**src/rtl/mc_controller_pkg.sv**
```systemverilog
// Shared definitions for the multi-cycle MIPS controller: FSM states, opcode/funct
// constants, datapath select codes and the instruction-class record.
package mc_defs;

  typedef enum logic [2:0] {FETCH, DECODE, EXEC, MEM, WB} mcState_t;

  localparam logic [5:0] OP_RTYPE = 6'b000000;
  localparam logic [5:0] OP_J     = 6'b000010;
  localparam logic [5:0] OP_JAL   = 6'b000011;
  localparam logic [5:0] OP_BEQ   = 6'b000100;
  localparam logic [5:0] OP_ORI   = 6'b001101;
  localparam logic [5:0] OP_LUI   = 6'b001111;
  localparam logic [5:0] OP_LW    = 6'b100011;
  localparam logic [5:0] OP_SW    = 6'b101011;

  localparam logic [5:0] FN_SLL  = 6'b000000;
  localparam logic [5:0] FN_JR   = 6'b001000;
  localparam logic [5:0] FN_ADD  = 6'b100000;
  localparam logic [5:0] FN_ADDU = 6'b100001;
  localparam logic [5:0] FN_SUB  = 6'b100010;
  localparam logic [5:0] FN_SUBU = 6'b100011;
  localparam logic [5:0] FN_AND  = 6'b100100;
  localparam logic [5:0] FN_OR   = 6'b100101;
  localparam logic [5:0] FN_SLT  = 6'b101010;

  localparam logic [2:0] ALU_ADD = 3'b000;
  localparam logic [2:0] ALU_SUB = 3'b001;
  localparam logic [2:0] ALU_OR  = 3'b010;
  localparam logic [2:0] ALU_AND = 3'b011;
  localparam logic [2:0] ALU_SLT = 3'b100;

  localparam logic [2:0] NPC_PC4    = 3'b000;
  localparam logic [2:0] NPC_BRANCH = 3'b001;
  localparam logic [2:0] NPC_JUMP   = 3'b010;
  localparam logic [2:0] NPC_JR     = 3'b110;

  localparam logic [1:0] REGDST_RT = 2'b00;
  localparam logic [1:0] REGDST_RD = 2'b01;
  localparam logic [1:0] REGDST_RA = 2'b10;

  localparam logic [1:0] M2R_ALU = 2'b00;
  localparam logic [1:0] M2R_MDR = 2'b01;
  localparam logic [1:0] M2R_PC  = 2'b10;

  // Exactly one field is set for any legal instruction; none for an illegal one.
  typedef struct packed {
    logic rType;
    logic jump;
    logic jal;
    logic jr;
    logic nop;
    logic ori;
    logic lui;
    logic lw;
    logic sw;
    logic beq;
  } instrClass_t;

  function automatic logic [2:0] functToAluCtr(input logic [5:0] funct);
    case (funct)
      FN_SUB, FN_SUBU: return ALU_SUB;
      FN_AND:          return ALU_AND;
      FN_OR:           return ALU_OR;
      FN_SLT:          return ALU_SLT;
      default:         return ALU_ADD;
    endcase
  endfunction

endpackage

```
**src/rtl/mc_controller_decode.sv**
```systemverilog
// Combinational instruction classifier: maps op/funct to a one-hot class record and
// flags anything the controller cannot execute.
module mc_decode
  import mc_defs::*;
(
  input  logic [5:0]  op,
  input  logic [5:0]  funct,
  output instrClass_t instrClass,
  output logic        illegal
);

  always_comb begin
    instrClass = '0;
    illegal    = 1'b0;
    case (op)
      OP_RTYPE: begin
        case (funct)
          FN_ADD, FN_ADDU, FN_SUB, FN_SUBU,
          FN_AND, FN_OR, FN_SLT:           instrClass.rType = 1'b1;
          FN_JR:                           instrClass.jr    = 1'b1;
          FN_SLL:                          instrClass.nop   = 1'b1;
          default:                         illegal          = 1'b1;
        endcase
      end
      OP_J:    instrClass.jump = 1'b1;
      OP_JAL:  instrClass.jal  = 1'b1;
      OP_BEQ:  instrClass.beq  = 1'b1;
      OP_ORI:  instrClass.ori  = 1'b1;
      OP_LUI:  instrClass.lui  = 1'b1;
      OP_LW:   instrClass.lw   = 1'b1;
      OP_SW:   instrClass.sw   = 1'b1;
      default: illegal         = 1'b1;
    endcase
  end

endmodule

```
**src/rtl/mc_controller.sv**
```systemverilog
// Multi-cycle MIPS control FSM with memory handshakes, bus timeout and illegal-op flagging.
// Optional MC_PERF_CNT_EN adds cycle_cnt/instr_cnt performance counters.
module mc_controller
  import mc_defs::*;
#(
  parameter int ALUCTR_W    = 3,
  parameter int NPC_SEL_W   = 3,
  parameter int TIMEOUT_CYC = 16
) (
  input  logic                 clk,
  input  logic                 reset,
  input  logic [5:0]           op,
  input  logic [5:0]           funct,
  input  logic                 alu_zero,
  input  logic                 imem_ready,
  input  logic                 dmem_ready,
  output logic                 imem_req,
  output logic                 dmem_req,
  output logic                 mem_we,
  output logic                 ir_we,
  output logic                 pc_we,
  output logic                 reg_we,
  output logic                 mdr_we,
  output logic [1:0]           reg_dst,
  output logic [1:0]           mem_to_reg,
  output logic                 alu_src,
  output logic                 ext_op,
  output logic                 imm_high,
  output logic [ALUCTR_W-1:0]  alu_ctr,
  output logic [NPC_SEL_W-1:0] npc_sel,
  output logic                 illegal,
  output logic                 bus_err
`ifdef MC_PERF_CNT_EN
  ,
  output logic [31:0]          cycle_cnt,
  output logic [31:0]          instr_cnt
`endif
);

  localparam int CntW = (TIMEOUT_CYC > 0) ? $clog2(TIMEOUT_CYC + 1) : 1;
  localparam logic [CntW-1:0] TmoLast = (TIMEOUT_CYC > 0) ? CntW'(TIMEOUT_CYC - 1) : '0;

  mcState_t        state, nextState;
  logic [CntW-1:0] waitCnt;
  instrClass_t     cls;
  logic            decIllegal;
  logic            waiting, timeout;

  mc_decode uDecode (
    .op         (op),
    .funct      (funct),
    .instrClass (cls),
    .illegal    (decIllegal)
  );

  // The current cycle is the TIMEOUT_CYC-th consecutive unanswered request cycle.
  assign waiting = ((state == FETCH) && !imem_ready) || ((state == MEM) && !dmem_ready);
  assign timeout = waiting && (TIMEOUT_CYC != 0) && (waitCnt == TmoLast);

  always_comb begin
    imem_req   = 1'b0;
    dmem_req   = 1'b0;
    mem_we     = 1'b0;
    ir_we      = 1'b0;
    pc_we      = 1'b0;
    reg_we     = 1'b0;
    mdr_we     = 1'b0;
    reg_dst    = REGDST_RT;
    mem_to_reg = M2R_ALU;
    alu_src    = 1'b0;
    ext_op     = 1'b0;
    imm_high   = 1'b0;
    alu_ctr    = ALUCTR_W'(ALU_ADD);
    npc_sel    = NPC_SEL_W'(NPC_PC4);
    illegal    = 1'b0;
    bus_err    = 1'b0;
    nextState  = state;
    if (!reset) begin
      case (state)
        FETCH: begin
          imem_req = 1'b1;
          if (imem_ready) begin
            ir_we     = 1'b1;
            pc_we     = 1'b1;
            nextState = DECODE;
          end else if (timeout) begin
            bus_err = 1'b1;
          end
        end
        DECODE: begin
          nextState = FETCH;
          if (decIllegal) begin
            illegal = 1'b1;
          end else if (cls.jump || cls.jal) begin
            pc_we   = 1'b1;
            npc_sel = NPC_SEL_W'(NPC_JUMP);
            if (cls.jal) begin
              reg_we     = 1'b1;
              reg_dst    = REGDST_RA;
              mem_to_reg = M2R_PC;
            end
          end else if (cls.jr) begin
            pc_we   = 1'b1;
            npc_sel = NPC_SEL_W'(NPC_JR);
          end else if (!cls.nop) begin
            nextState = EXEC;
          end
        end
        EXEC: begin
          nextState = FETCH;
          if (cls.rType) begin
            alu_ctr   = ALUCTR_W'(functToAluCtr(funct));
            nextState = WB;
          end else if (cls.ori) begin
            alu_src   = 1'b1;
            alu_ctr   = ALUCTR_W'(ALU_OR);
            nextState = WB;
          end else if (cls.lui) begin
            imm_high  = 1'b1;
            alu_src   = 1'b1;
            nextState = WB;
          end else if (cls.lw || cls.sw) begin
            alu_src   = 1'b1;
            ext_op    = 1'b1;
            nextState = MEM;
          end else if (cls.beq) begin
            alu_ctr = ALUCTR_W'(ALU_SUB);
            npc_sel = NPC_SEL_W'(NPC_BRANCH);
            pc_we   = alu_zero;
          end
        end
        MEM: begin
          dmem_req = 1'b1;
          mem_we   = cls.sw;
          if (dmem_ready) begin
            if (cls.lw) begin
              mdr_we    = 1'b1;
              nextState = WB;
            end else begin
              nextState = FETCH;
            end
          end else if (timeout) begin
            bus_err   = 1'b1;
            nextState = FETCH;
          end
        end
        WB: begin
          reg_we     = 1'b1;
          reg_dst    = cls.rType ? REGDST_RD : REGDST_RT;
          mem_to_reg = cls.lw ? M2R_MDR : M2R_ALU;
          nextState  = FETCH;
        end
        default: nextState = FETCH;
      endcase
    end
  end

  // A timeout re-enters FETCH, so clearing the counter on it also restarts the wait window.
  always_ff @(posedge clk) begin
    if (reset) begin
      state   <= FETCH;
      waitCnt <= '0;
    end else begin
      state <= nextState;
      if (waiting && !timeout && (TIMEOUT_CYC != 0)) begin
        waitCnt <= waitCnt + CntW'(1);
      end else begin
        waitCnt <= '0;
      end
    end
  end

`ifdef MC_PERF_CNT_EN
  logic retire;

  assign retire = (state != FETCH) && (nextState == FETCH) && !illegal && !bus_err;

  always_ff @(posedge clk) begin
    if (reset) begin
      cycle_cnt <= '0;
      instr_cnt <= '0;
    end else begin
      cycle_cnt <= cycle_cnt + 32'd1;
      if (retire) begin
        instr_cnt <= instr_cnt + 32'd1;
      end
    end
  end
`endif

endmodule

```
**config.mk**
```make
export PLATFORM = sky130hd
export DESIGN_NAME = mc_controller
export DESIGN_NICKNAME = d
export VERILOG_FILES = /design/src/rtl/mc_controller_pkg.sv /design/src/rtl/mc_controller_decode.sv /design/src/rtl/mc_controller.sv
export SDC_FILE = /design/constraint.sdc
export NUM_CORES = 1
export LEC_CHECK = 0
export BUFFER_PORTS_ARGS = -buffer_cell sky130_fd_sc_hd__buf_4
export CORE_AREA = 4 4 48 50
export DETAILED_ROUTE_END_ITERATION = 7
export DIE_AREA = 0 0 52 54
export PLACE_DENSITY = 0.76
export SYNTH_ARGS = -nofsm -noshare
export SYNTH_HDL_FRONTEND = slang
export SYNTH_SLANG_ARGS = --single-unit
```
**constraint.sdc**
```tcl
create_clock -name clk -period 3.5 [get_ports clk]
set_input_delay 1.05 -clock clk [delete_from_list [all_inputs] [get_ports clk]]
set_output_delay 1.05 -clock clk [all_outputs]
set_load 0.05 [all_outputs]
```
# Word-level counts from Yosys, hierarchy flattened
# Cells that the tools add are included.
totals:
  wordCells: 148
  reg_bits: 8
  input_bits: 17
  out_inout_bits: 22
op_classes:
  mux: 103
  n_eq_ne: 22
  bitwise: 1
  n_addsub: 1
  n_reduce_logical: 19
op_table:
  columns: ["operator", "n"]
  rows:
  - ["$mux W1", 68]
  - ["$eq A6 B6 Y1 const B", 9]
  - ["$mux W3", 14]
  - ["$mux W2", 12]
  - ["$pmux W3 S4", 2]
  - ["$eq A6 B4 Y1 const B", 3]
  - ["$reduce_or A7 Y1", 2]
  - ["$eq A6 B2 Y1 const B", 2]
  - ["$logic_not A6 Y1", 2]
  - ["$reduce_or A9 Y1", 1]
  - ["$pmux W2 S2", 2]
  - ["$eq A3 B2 Y1 const B", 2]
  - ["$eq A6 B3 Y1 const B", 1]
  - ["$pmux W1 S2", 3]
  - ["$pmux W3 S2", 1]
  - ["$add A5 B1 Y5 const B", 1]
  - ["$eq A5 B4 Y1 const B", 1]
  - ["$logic_and A1 B1 Y1", 4]
  - ["$reduce_or A2 Y1", 2]
  - ["$eq A3 B1 Y1 const B", 1]
  - ["$eq A3 B3 Y1 const B", 1]
  - ["$logic_not A1 Y1", 3]
  - ["$logic_not A3 Y1", 1]
  - ["$logic_or A1 B1 Y1", 3]
  - ["5 further kinds", 5]

# Longest topological paths before layout
# Gate-level depths: netlist of the first run.
logic_depth:
  depth_word: 9
  depth_mapped: 6
  ltp_nobuf: 6

# Hierarchy
# Synthesis of the first run repeated with hierarchy kept, for this count alone.
hier_totals:
  cells_unflattened: 123
  hier_area_um2: 880.8
by_module_without_submodules:
  columns: ["module", "cells_each", "instances", "seq_area_each_um2", "area_each_um2"]
  rows:
  - ["mc_controller", 93, 1, 160.2, 689.4]
  - ["mc_decode", 30, 1, 0.0, 191.4]

# Worst setup path before layout of the first run
# No wires, ideal clock.
synth_path:
  kind: "input-to-output"
  from: "input reset"
  to: "output npc_sel[1]"
  cell_stages: 4
  path_slack_ns: -1.021
  required_ns: 2.450
  arrival_time_ns: 3.471
  path_buffers: 0
  path_cell_list: "or4b_2 > nor2_1 > o21ai_0 > nor4_1"
synth_between:
  elab_chain_cells: 1
synth_lines:
  columns: ["element", "line_no", "rtl"]
  rows:
  - ["start, declared", "mc_controller.sv:11", "input logic reset,"]
  - ["$mux W3", "mc_controller.sv:78", "if (!reset) begin"]
  - ["end, declared", "mc_controller.sv:30", "output logic [NPC_SEL_W-1:0] npc_sel,"]
# No other way between the ends.

# Final worst setup path of the first run
layout_path:
  from: "input op[2]"
  to: "output alu_ctr[1]"
layout_between:
  elab_chain_cells: 6
  word_cells_on_any_way: 8
  classes_between: "eq/ne: 1; mux: 6; reduce/logical: 1"
layout_lines:
  columns: ["element", "line_no", "rtl"]
  rows:
  - ["start, declared", "mc_controller.sv:12", "input logic [5:0] op,"]
  - ["$eq A6 B4 Y1", "mc_controller_decode.sv:15", "case (op)"]
  - ["$mux W1", "mc_controller_decode.sv:15", null]
  - ["$mux W2", "mc_controller.sv:114", "end else if (cls.ori) begin"]
  - ["$mux W3 (*)", "mc_controller.sv:111", "if (cls.rType) begin"]
  - ["$mux W3 (*)", "mc_controller.sv:79", "case (state)"]
  - ["$mux W3 (*)", "mc_controller.sv:78", null]
  - ["end, declared", "mc_controller.sv:29", "output logic [ALUCTR_W-1:0] alu_ctr,"]
# Every way passes the cells marked *; elsewhere a longest branch is shown, timed or not.

==> results of run 1 <==
[layer usage]
layer	part of all wire, %	vias up	routed length [um]	GRT usage, %
li1	-	555	-	-
met1	40	530	1179	25.78
met2	54	36	1593	44.77
met3	5.3	7	157	3.878
met4	1.2	0	37	11.79
met5	0	-	0	0
[where the power goes]
| group | switching, uW | leakage, uW | internal (uW) |
|---|---|---|---|
| clock | 31.3 | 0.0000138 | 39.2 |
| sequential | 3.31 | 0.0000649 | 93.1 |
| combinational | 50.1 | 0.000583 | 45.7 |
[how the worst max path moves through the flow]
stage,to,slack [ns],depth (start not counted)
final,alu_ctr[1],-0.04,7
after CTS,npc_sel[1],-0.01,7
after detailed placement,npc_sel[1],-0.14,7
after floorplan,imm_high,-0.28,3
after global routing,alu_ctr[1],-0.11,7
after global placement,pc_we,-0.11,6
[flip-flops by register name, summed over array words and instances (netlist names)]
signal / cells
state: 3
waitCnt: 5
[stage by stage]
step	std cells	TNS [ns]	utilization, %	instance area [um^2]	total power, uW
after floorplan	116	-2.088	-	957.2	140.7
after global placement	196	-0.4025	73.29	1394	183.7
after detailed placement	196	-0.7123	73.29	1394	186.1
after CTS	202	-0.02245	79.01	1503	261.8
after global routing	203	-0.8564	80.59	1533	277.4
final	203	-0.1451	80.59	1533	262.6
[worst register-to-register path, cell delays in order, from the launching register on]
cell and delay [ns]:
dfxtp_1 0.55, or4b_4 0.52, nor2_1 0.09, o21ai_1 0.13, buf_4 0.18, o32ai_1 0.24
[Yosys cell counts, types with 3 or more instances]
master	count
a21oi_1	8
and3_1	3
buf_2	3
dfxtp_1	8
inv_1	4
nand2_1	3
nand2b_1	5
nand3_1	3
nand3b_1	4
nor2_1	19
nor3_1	8
nor3b_1	4
nor4_1	4
o21ai_0	3
[area by class of cell]
type	instances	area [um^2]	area share, %
clock buffers	3	22.52	1.469
inverters	4	15.01	0.9796
multi-input cells	98	779.5	50.86
flip-flops and latches	8	160.2	10.45
well taps	27	33.78	2.204
repair buffers	63	521.8	34.04
[repair_timing]
action | in CTS | in global routing
setup endpoints to repair | 9 | 13
resized for setup | 15 | 6
gates cloned | 0 | 0
pin swaps | 5 | 2
setup buffers | 3 | 1
[cell usage in the layout (no fill, tap or decap), types with 3 or more instances in the layout]
cell type,instances
buf_4,51
nor2_1,18
buf_6,11
dfxtp_1,8
a21oi_1,7
nor3_4,5
nand3b_1,4
inv_1,4
nand2b_1,4
nand3_1,3
nor3_1,3
and3_1,3
clkbuf_4,3
[cell families after synthesis]
| kind of cell | after synthesis | share of synthesized area (%) |
|---|---|---|
| and+or+nand+nor | 70 | 49.85 |
| AOI/OAI and AO/OA | 23 | 18.88 |
| buffers and inverters | 10 | 5.438 |
| DFF | 8 | 19.33 |
| xor gates and xnor gates | 2 | 2.115 |
| adders and majority gates | 2 | 3.021 |
| muxes | 1 | 1.359 |
==> qor.yml, run 1 <==
cts:
  cts_buffers: 3
  clock_path_buffers: 2
  htree_levels: 1
  clock_latency_ns: 0.25
  cts_tree: "done"
  clockRootBuffer: "clkbuf_4"
  cts_hold_buf: 0
  clk_pin_slew_ns: 0.05
  cts_sinks: 8
floorplan:
  die_y_um: 54
  rows: 16
  initial_core_util_pct: 43.55
  dieArea_um2: 2808
  io_pins: 39
  die_w_um: 52
  placeableCoreArea_um2: 1902
critical_path:
  crit_family: "simple AND/OR/NAND/NOR gates"
  rrSetupSlack_ns: 1.70
  worst-endpoint-required_ns: 2.45
  critical_path_buf_inv_count: 3
  crit_slowest_cell: "or4_4"
  reg2reg_from: "state[0]"
  r2r_cells: 5
  critical_path.max_stage_delay_ns: 0.56
  cp-start-kind: "input pin"
  arrival_ns: 2.49
  path_cells: "buf_6 > or4_4 > nor3_4 > buf_4 > a41oi_2 > nor3_4 > buf_6"
  end_kind: "output pin"
  path_max_fanout: 4
  worstSetupPathType: "in2out"
  crit_start: "op[2]"
  rr_endpoint: "state[1]"
sta:
  holdWs_ns: 0.4580
  rsz0062_at_grt: "yes"
  fin_crit_sh_pct: 101.0
  slew_headroom_pct: 66.77
  fin_ws_ns: -0.03601
  drv_slew: 0
  period_needed_ns: 3.536
  fmax_mhz: 282.8
  hold_viol_final: 0
  worstMarginPinSlew_ns: 0.4961
  finalClockSkew_ns: 0.0007561
  setup_viol: 6
routing:
  vias: 1128
  drt_iter0_drc: 12
  postRouteAntennaNets: 0
  wl_mm: 2.967
  wl_per_cell_um: 14.62
  dr.pass1.iters: 4
  vias_per_cell: 5.557
  drc: 0
yosys:
  synthCells: 116
  async_flop_share_pct: 0
  ys_warn_count: 0
  syn_area_per_cell_um2: 7.140
  syn_nets: 135
  ys_seq_area_share_pct: 19.34
  ys_seq_elements: 8
  synth_edf_count: 0
  synth_top_area_share_pct: 19.34
  synth.distinct_cells: 44
  ys.flop_type: "dfxtp_1"
  synth_area_leaders: "dfxtp_1 19%, nor2_1 8.6%, a21oi_1 4.8%"
  synth_top_area_cell: "dfxtp_1"
  synth_area_um2: 828.3
place:
  place_hpwl_mm: 2.339
  place.gp.congestion: 0.8465
  numPortBuffers: 38
  place_ws_ns: -0.1429
status:
  run_status: "finished with violations"
  violations: "setup timing"
power_and_ir_drop:
  p_leak_uw: 0.0006618
  powerDensity_nw_per_um2: 171.4
  vdd_drop_max_v: 0.0003005
finish:
  area_delta_synth_final_pct: 85.05
  num-fill-cells: 129
  num_antenna_cells: 0
  nets: 197
  drive_gt1_share_pct: 51.14
grt:
  grt_pass1_wl_mm: 4.961
  grt_max_degree: 12
  grt_pass1_vias: 1187
  antenna_found_initial: 0
  grt.overflow.total: 0
  grt_usage_pct: 23.88
min_path:
  min_to: "waitCnt[0]"
  hold_start: "waitCnt[0]"
  hp-class: "reg2reg"
  whs_path_depth: 1
flow_run:
  drv_cap: 0
(Power assumes the default switching activity.)
==> run 2, diff against run 1 <==
==> constraint.sdc (replaced) <==
create_clock -name clk -period 3.5 [get_ports clk]
set_input_delay 1.05 -clock clk [delete_from_list [all_inputs] [get_ports clk]]
set_output_delay 1.05 -clock clk [all_outputs]
set_load 0.1 [all_outputs]
==> run 2 against run 1 <==
- the flow still finishes with violations (setup timing)
- power increased by 20%
- combinational power rose by 46%
- clock skew is 0.00098 ns higher
- critical endpoint is now npc_sel[2]
- first-iteration DRC count rose to 8.3 times the previous value
- critical path depth fell by 1
- via count is 38% higher
- setup slack worse by 0.29 ns
- count of clock-buffer cells in the layout is the same
==> qor.yml, run 2 (same netlist as run 1, synthesis figures left out) <==
grt:
  grt_max_degree: 12  # unchanged
  grt_pass1_wl_mm: 7.562  # +52%
  grt_pass1_vias: 1423  # +20%
  grt_usage_pct: 37.57  # +14 points
  grt.overflow.total: 0  # unchanged
  antenna_found_initial: 1  # +1
routing:
  drc: 0  # unchanged
  drt_iter0_drc: 100  # +88
  postRouteAntennaNets: 0  # unchanged
  wl_mm: 6.409  # +120%
  wl_per_cell_um: 30.37  # +110%
  vias: 1559  # +38%
  vias_per_cell: 7.389  # +33%
  dr.pass1.iters: 5  # +1
cts:
  clock_path_buffers: 2  # unchanged
  cts_hold_buf: 0  # unchanged
  clk_pin_slew_ns: 0.06  # about the same
  htree_levels: 1  # unchanged
  cts_tree: "done"
  clockRootBuffer: "clkbuf_4"
  cts_sinks: 8  # unchanged
  clock_latency_ns: 0.26  # about the same
  cts_buffers: 3  # unchanged
finish:
  final_common_cell: "buf_4"
  nets: 205  # +4.1%
  largestRegisters: "waitCnt: 5 flops, state: 3 flops"
  post-route-util_pct: 97.37  # +17 points
  largest_reg_flops: 5  # unchanged
  num_antenna_cells: 0  # unchanged
  top_register: "waitCnt"
  area_delta_synth_final_pct: 123.6
  drive_gt1_share_pct: 61.41  # +10 points
  mostFrequentLayoutCells: "48 x buf_4, 14 x nor2_1, 13 x buf_12"
sta:
  hold_viol_final: 0  # unchanged
  fin_crit_sh_pct: 109.3  # +8.3 points
  fin_ws_ns: -0.3252  # -0.2892 ns
  period_needed_ns: 3.825  # +0.2892 ns
  rsz0062_at_grt: "yes"
  finalClockSkew_ns: 0.001741  # +0.0009844 ns
  fmax_mhz: 261.4  # -7.6%
  holdWs_ns: 0.5135  # +0.05550 ns
  slew_headroom_pct: 69.52  # +2.7 points
  tns_ns: -2.059  # -1.913 ns
  worstMarginPinSlew_ns: 0.4566  # -0.03951 ns
  drv_slew: 0  # unchanged
  setup_viol: 13  # +7
critical_path:
  path_max_fanout: 5  # +1
  rr_endpoint: "state[1]"
  arrival_ns: 2.78  # +0.29 ns
  worstSetupPathType: "in2out"
  cp-start-kind: "input pin"
  r2r_cells: 6  # +1
  reg2reg_from: "waitCnt[0]"
  end_kind: "output pin"
  rrSetupSlack_ns: 1.57  # -0.13 ns
  worst-endpoint-required_ns: 2.45  # about the same
floorplan:
  dieArea_um2: 2808  # unchanged
  die_y_um: 54  # unchanged
  io_pins: 39  # unchanged
  die_w_um: 52  # unchanged
  placeableCoreArea_um2: 1902  # unchanged
  initial_core_util_pct: 43.55  # unchanged
  rows: 16  # unchanged
power_and_ir_drop:
  vdd_drop_max_v: 0.0002260  # -25%
  p_leak_uw: 0.0007654  # +16%
  powerDensity_nw_per_um2: 170.5  # -0.49%
status:
  violations: "setup timing"
  run_status: "finished with violations"
flow_run:
  drv_cap: 0  # unchanged
min_path:
  hold_start: "waitCnt[0]"
  whs_path_depth: 1  # unchanged
  min_to: "waitCnt[0]"
  hp-class: "reg2reg"
place:
  place_hpwl_mm: 2.506  # +7.1%
  place_ws_ns: -0.2587  # -0.1158 ns
  numPortBuffers: 38  # unchanged
  place.gp.congestion: 0.7746  # -8.5%
-- run 2: layer usage --
metal  vias up  global-route usage (%)  share of wire (%)
met1       686                   38.75                 30
met4         0                   28.38                 12
met3        91                   10.53                 15
met2       208                   64.64                 44
met5         -                       0                  0
li1        574                       -                  -
-- run 2: where the power goes --
part           total, uW  internal (uW)  switching (uW)
clock               78.6           39.7            38.9
sequential          97.1           92.9            4.25
combinational        140           55.0            85.1
-- run 2: area by class of cell --
class	instances	area, um^2
multi-input combinational	98	887.1
clock buffer	3	22.52
timing repair buffer	71	733.2
inverter	4	15.01
fill	27	50.05
sequential	8	160.2
tap	27	33.78
-- run 2: worst max path at each step --
stage,to,from,cells after the start,slack [ns]
3_3_place_gp,alu_ctr[2],op[2],6,-0.22
4_1_cts,alu_ctr[1],op[4],6,-0.13
3_5_place_dp,alu_ctr[2],op[2],6,-0.26
2_1_floorplan,alu_ctr[1],op[2],5,-0.55
5_1_grt,npc_sel[0],op[3],6,-0.59
6_report,npc_sel[2],op[4],6,-0.33
-- run 2: stage by stage --
step | std cells | total power, uW | instance area, um^2
5_1_grt | 211 | 322.1 | 1852
6_report | 211 | 315.8 | 1852
3_3_place_gp | 205 | 204.5 | 1550
2_1_floorplan | 116 | 155.7 | 1070
3_5_place_dp | 205 | 207.2 | 1550
4_1_cts | 209 | 284.2 | 1747
-- run 2: what timing repair did --
item	in CTS	in global routing
pin swaps	11	10
hold endpoints to repair	0	0
setup endpoints to repair	15	16
buffers inserted	2	2
gates resized for setup	40	19
-- run 2: critical path, stage by stage --
cell      delay (ns)
buf_6           0.09
or4_4           0.56
nor3_4          0.28
nand4b_1        0.27
nor3_4          0.31
buf_12          0.21
==> run 3, diff against run 2 <==
Settings changed: BUFFER_PORTS_ARGS -buffer_cell sky130_fd_sc_hd__buf_4 to not set, CORE_AREA 4 4 48 50 to 4 4 46 48, DIE_AREA 0 0 52 54 to 0 0 50 52, DONT_BUFFER_PORTS set to 1, PLACE_DENSITY 0.76 to not set.
Clock period 3.5 ns to 4.55 ns, I/O delays scaled along.
==> run 3 against run 2 <==
- the flow now finishes without violations
- non-clock buffer count fell by 47
- final cell count fell by 23%
- utilization fell by 20 points
- critical path type unchanged
==> qor.yml, run 3 (same netlist as run 1, synthesis figures left out) <==
status:
  run_status: "finished clean"
power_and_ir_drop:
  vdd_drop_max_v: 0.0001729  # -23%
  p_leak_uw: 0.0004927  # -36%
  powerDensity_nw_per_um2: 132.2  # -22%
sta:
  setup_viol: 0  # -13
  slew_headroom_pct: 64.06  # -5.5 points
  fin_crit_sh_pct: 97.09
  worstMarginPinSlew_ns: 0.5392  # +0.08253 ns
  hold_viol_final: 0  # unchanged
  drv_slew: 0  # unchanged
  period_needed_ns: 4.418
  finalClockSkew_ns: 0.002278  # +0.0005379 ns
  rsz0062_at_grt: "no"
  holdWs_ns: 0.4588  # -0.05471 ns
  fmax_mhz: 226.4
routing:
  drc: 0  # unchanged
  met3_length_um: 159  # -83%
  dr.pass1.iters: 4  # -1
  wl_mm: 2.657  # -59%
  vias: 969  # -38%
  drt_iter0_drc: 28  # -72%
  wl_met1_mm: 1.063  # -44%
  postRouteAntennaNets: 0  # unchanged
  wl_per_cell_um: 16.40  # -46%
  dr_wl_met2_mm: 1.398  # -50%
  vias_per_cell: 5.981  # -19%
  top_layer: "met4"
critical_path:
  arrival_ns: 3.05  # +0.27 ns
  worstSetupPathType: "in2out"
  critical_path_buf_inv_count: 1  # -1
  crit_start: "op[2]"
  path_cells: "or4_1 > nor3_4 > o211a_1 > o21ba_2 > buf_12"
  path_max_fanout: 8  # +3
  reg2reg_from: "state[0]"
  end_kind: "output pin"
  r2r_cells: 4  # -2
  worst-endpoint-required_ns: 3.18  # +0.73 ns
  cp.depth: 5  # -1
  rr_endpoint: "state[1]"
  crit_family: "simple AND/OR/NAND/NOR gates"
  crit_slowest_cell: "or4_1"
  critical_path.max_stage_delay_ns: 0.59  # +0.03 ns
  cp-start-kind: "input pin"
  rrSetupSlack_ns: 2.77  # +1.20 ns
grt:
  antenna_found_initial: 0  # -1
  grt_pass1_vias: 906  # -36%
  grt_max_degree: 12  # unchanged
  grt_pass1_wl_mm: 4.153  # -45%
  grt_usage_pct: 20.34  # -17 points
  grt.overflow.total: 0  # unchanged
finish:
  largest_reg_flops: 5  # unchanged
  nets: 158  # -23%
  num_antenna_cells: 0  # unchanged
  final_common_cell: "nor2_1"
  largestRegisters: "waitCnt: 5 flops, state: 3 flops"
  top_register: "waitCnt"
  mostFrequentLayoutCells: "16 x nor2_1, 14 x buf_4, 8 x buf_12, 8 x dfxtp_1"
  drive_gt1_share_pct: 37.96  # -23 points
  area_delta_synth_final_pct: 59.82
  finish.instance_area_um2: 1324  # -29%
floorplan:
  rows: 15  # -1
  placeableCoreArea_um2: 1708  # -10%
  dieArea_um2: 2600  # -7.4%
  die_w_um: 50  # -3.8%
  initial_core_util_pct: 48.50  # +4.9 points
  die_y_um: 52  # -3.7%
  io_pins: 39  # unchanged
min_path:
  hp-class: "reg2reg"
  min_to: "waitCnt[0]"
  whs_path_depth: 1  # unchanged
  hold_start: "waitCnt[0]"
cts:
  cts_buffers: 3  # unchanged
  clock_latency_ns: 0.25  # about the same
  postCtsSetupBuffers: 0  # -2
  cts_tree: "done"
  cts_resized: 0  # -100%
  cts_sinks: 8  # unchanged
  clk_pin_slew_ns: 0.05  # about the same
  cts_hold_buf: 0  # unchanged
  clock_path_buffers: 2  # unchanged
  htree_levels: 1  # unchanged
  clockRootBuffer: "clkbuf_4"
place:
  postPlaceCellArea_um2: 1301  # -16%
  place.gp.congestion: 0.8902  # +15%
  numPortBuffers: 0  # -100%
  place_hpwl_mm: 2.233  # -11%
flow_run:
  drv_cap: 0  # unchanged
[run 3: cell types whose count changed in the layout (fill, tap and decap cells not counted), moves of 2 or more]
cell,previous run,this run
buf_6,10,0
buf_12,13,8
nor2_1,14,16
a21oi_1,4,6
buf_4,48,14
nor4_1,0,2
nor2_4,3,0
[run 3: worst max-delay path by stage]
stage,end,slack [ns]
after floorplan,npc_sel[0],-0.86
after CTS,illegal,0.15
after global placement,illegal,0.23
final,illegal,0.13
after global routing,illegal,0.11
after detailed placement,illegal,0.15
[run 3: cell type report]
cell class | count | area (um^2)
Clock buffer | 3 | 22.52
Fill cell | 129 | 384.1
Inverter | 4 | 15.01
Multi-Input combinational cell | 98 | 777.0
Sequential cell | 8 | 160.2
Tap cell | 25 | 31.28
Timing Repair Buffer | 24 | 317.8
[run 3: per-layer routing]
| layer | GRT usage [%] | up-vias |
|---|---|---|
| li1 | - | 481 |
| met1 | 23.00 | 447 |
| met2 | 36.52 | 36 |
| met3 | 5.444 | 5 |
| met4 | 6.912 | 0 |
| met5 | 0 | - |
[run 3: through the flow]
stage	total power (uW)	util (%)	instances	setup slack (ns)	TNS (ns)
2_1_floorplan	114.6	-	116	-0.8639	-6.025
3_3_place_gp	123.1	76.19	159	0.2303	0
3_5_place_dp	124.8	76.19	159	0.1546	0
4_1_cts	177.5	77.51	162	0.1523	0
5_1_grt	186.1	77.51	162	0.1115	0
6_report	175.0	77.51	162	0.1322	0
[run 3: power breakdown]
part | switching (uW) | internal, uW | total (uW)
Combinational | 31.3 | 18.0 | 49.3
Sequential | 2.45 | 71.7 | 74.1
Clock | 21.6 | 30.0 | 51.5
Total | 55.3 | 120 | 175
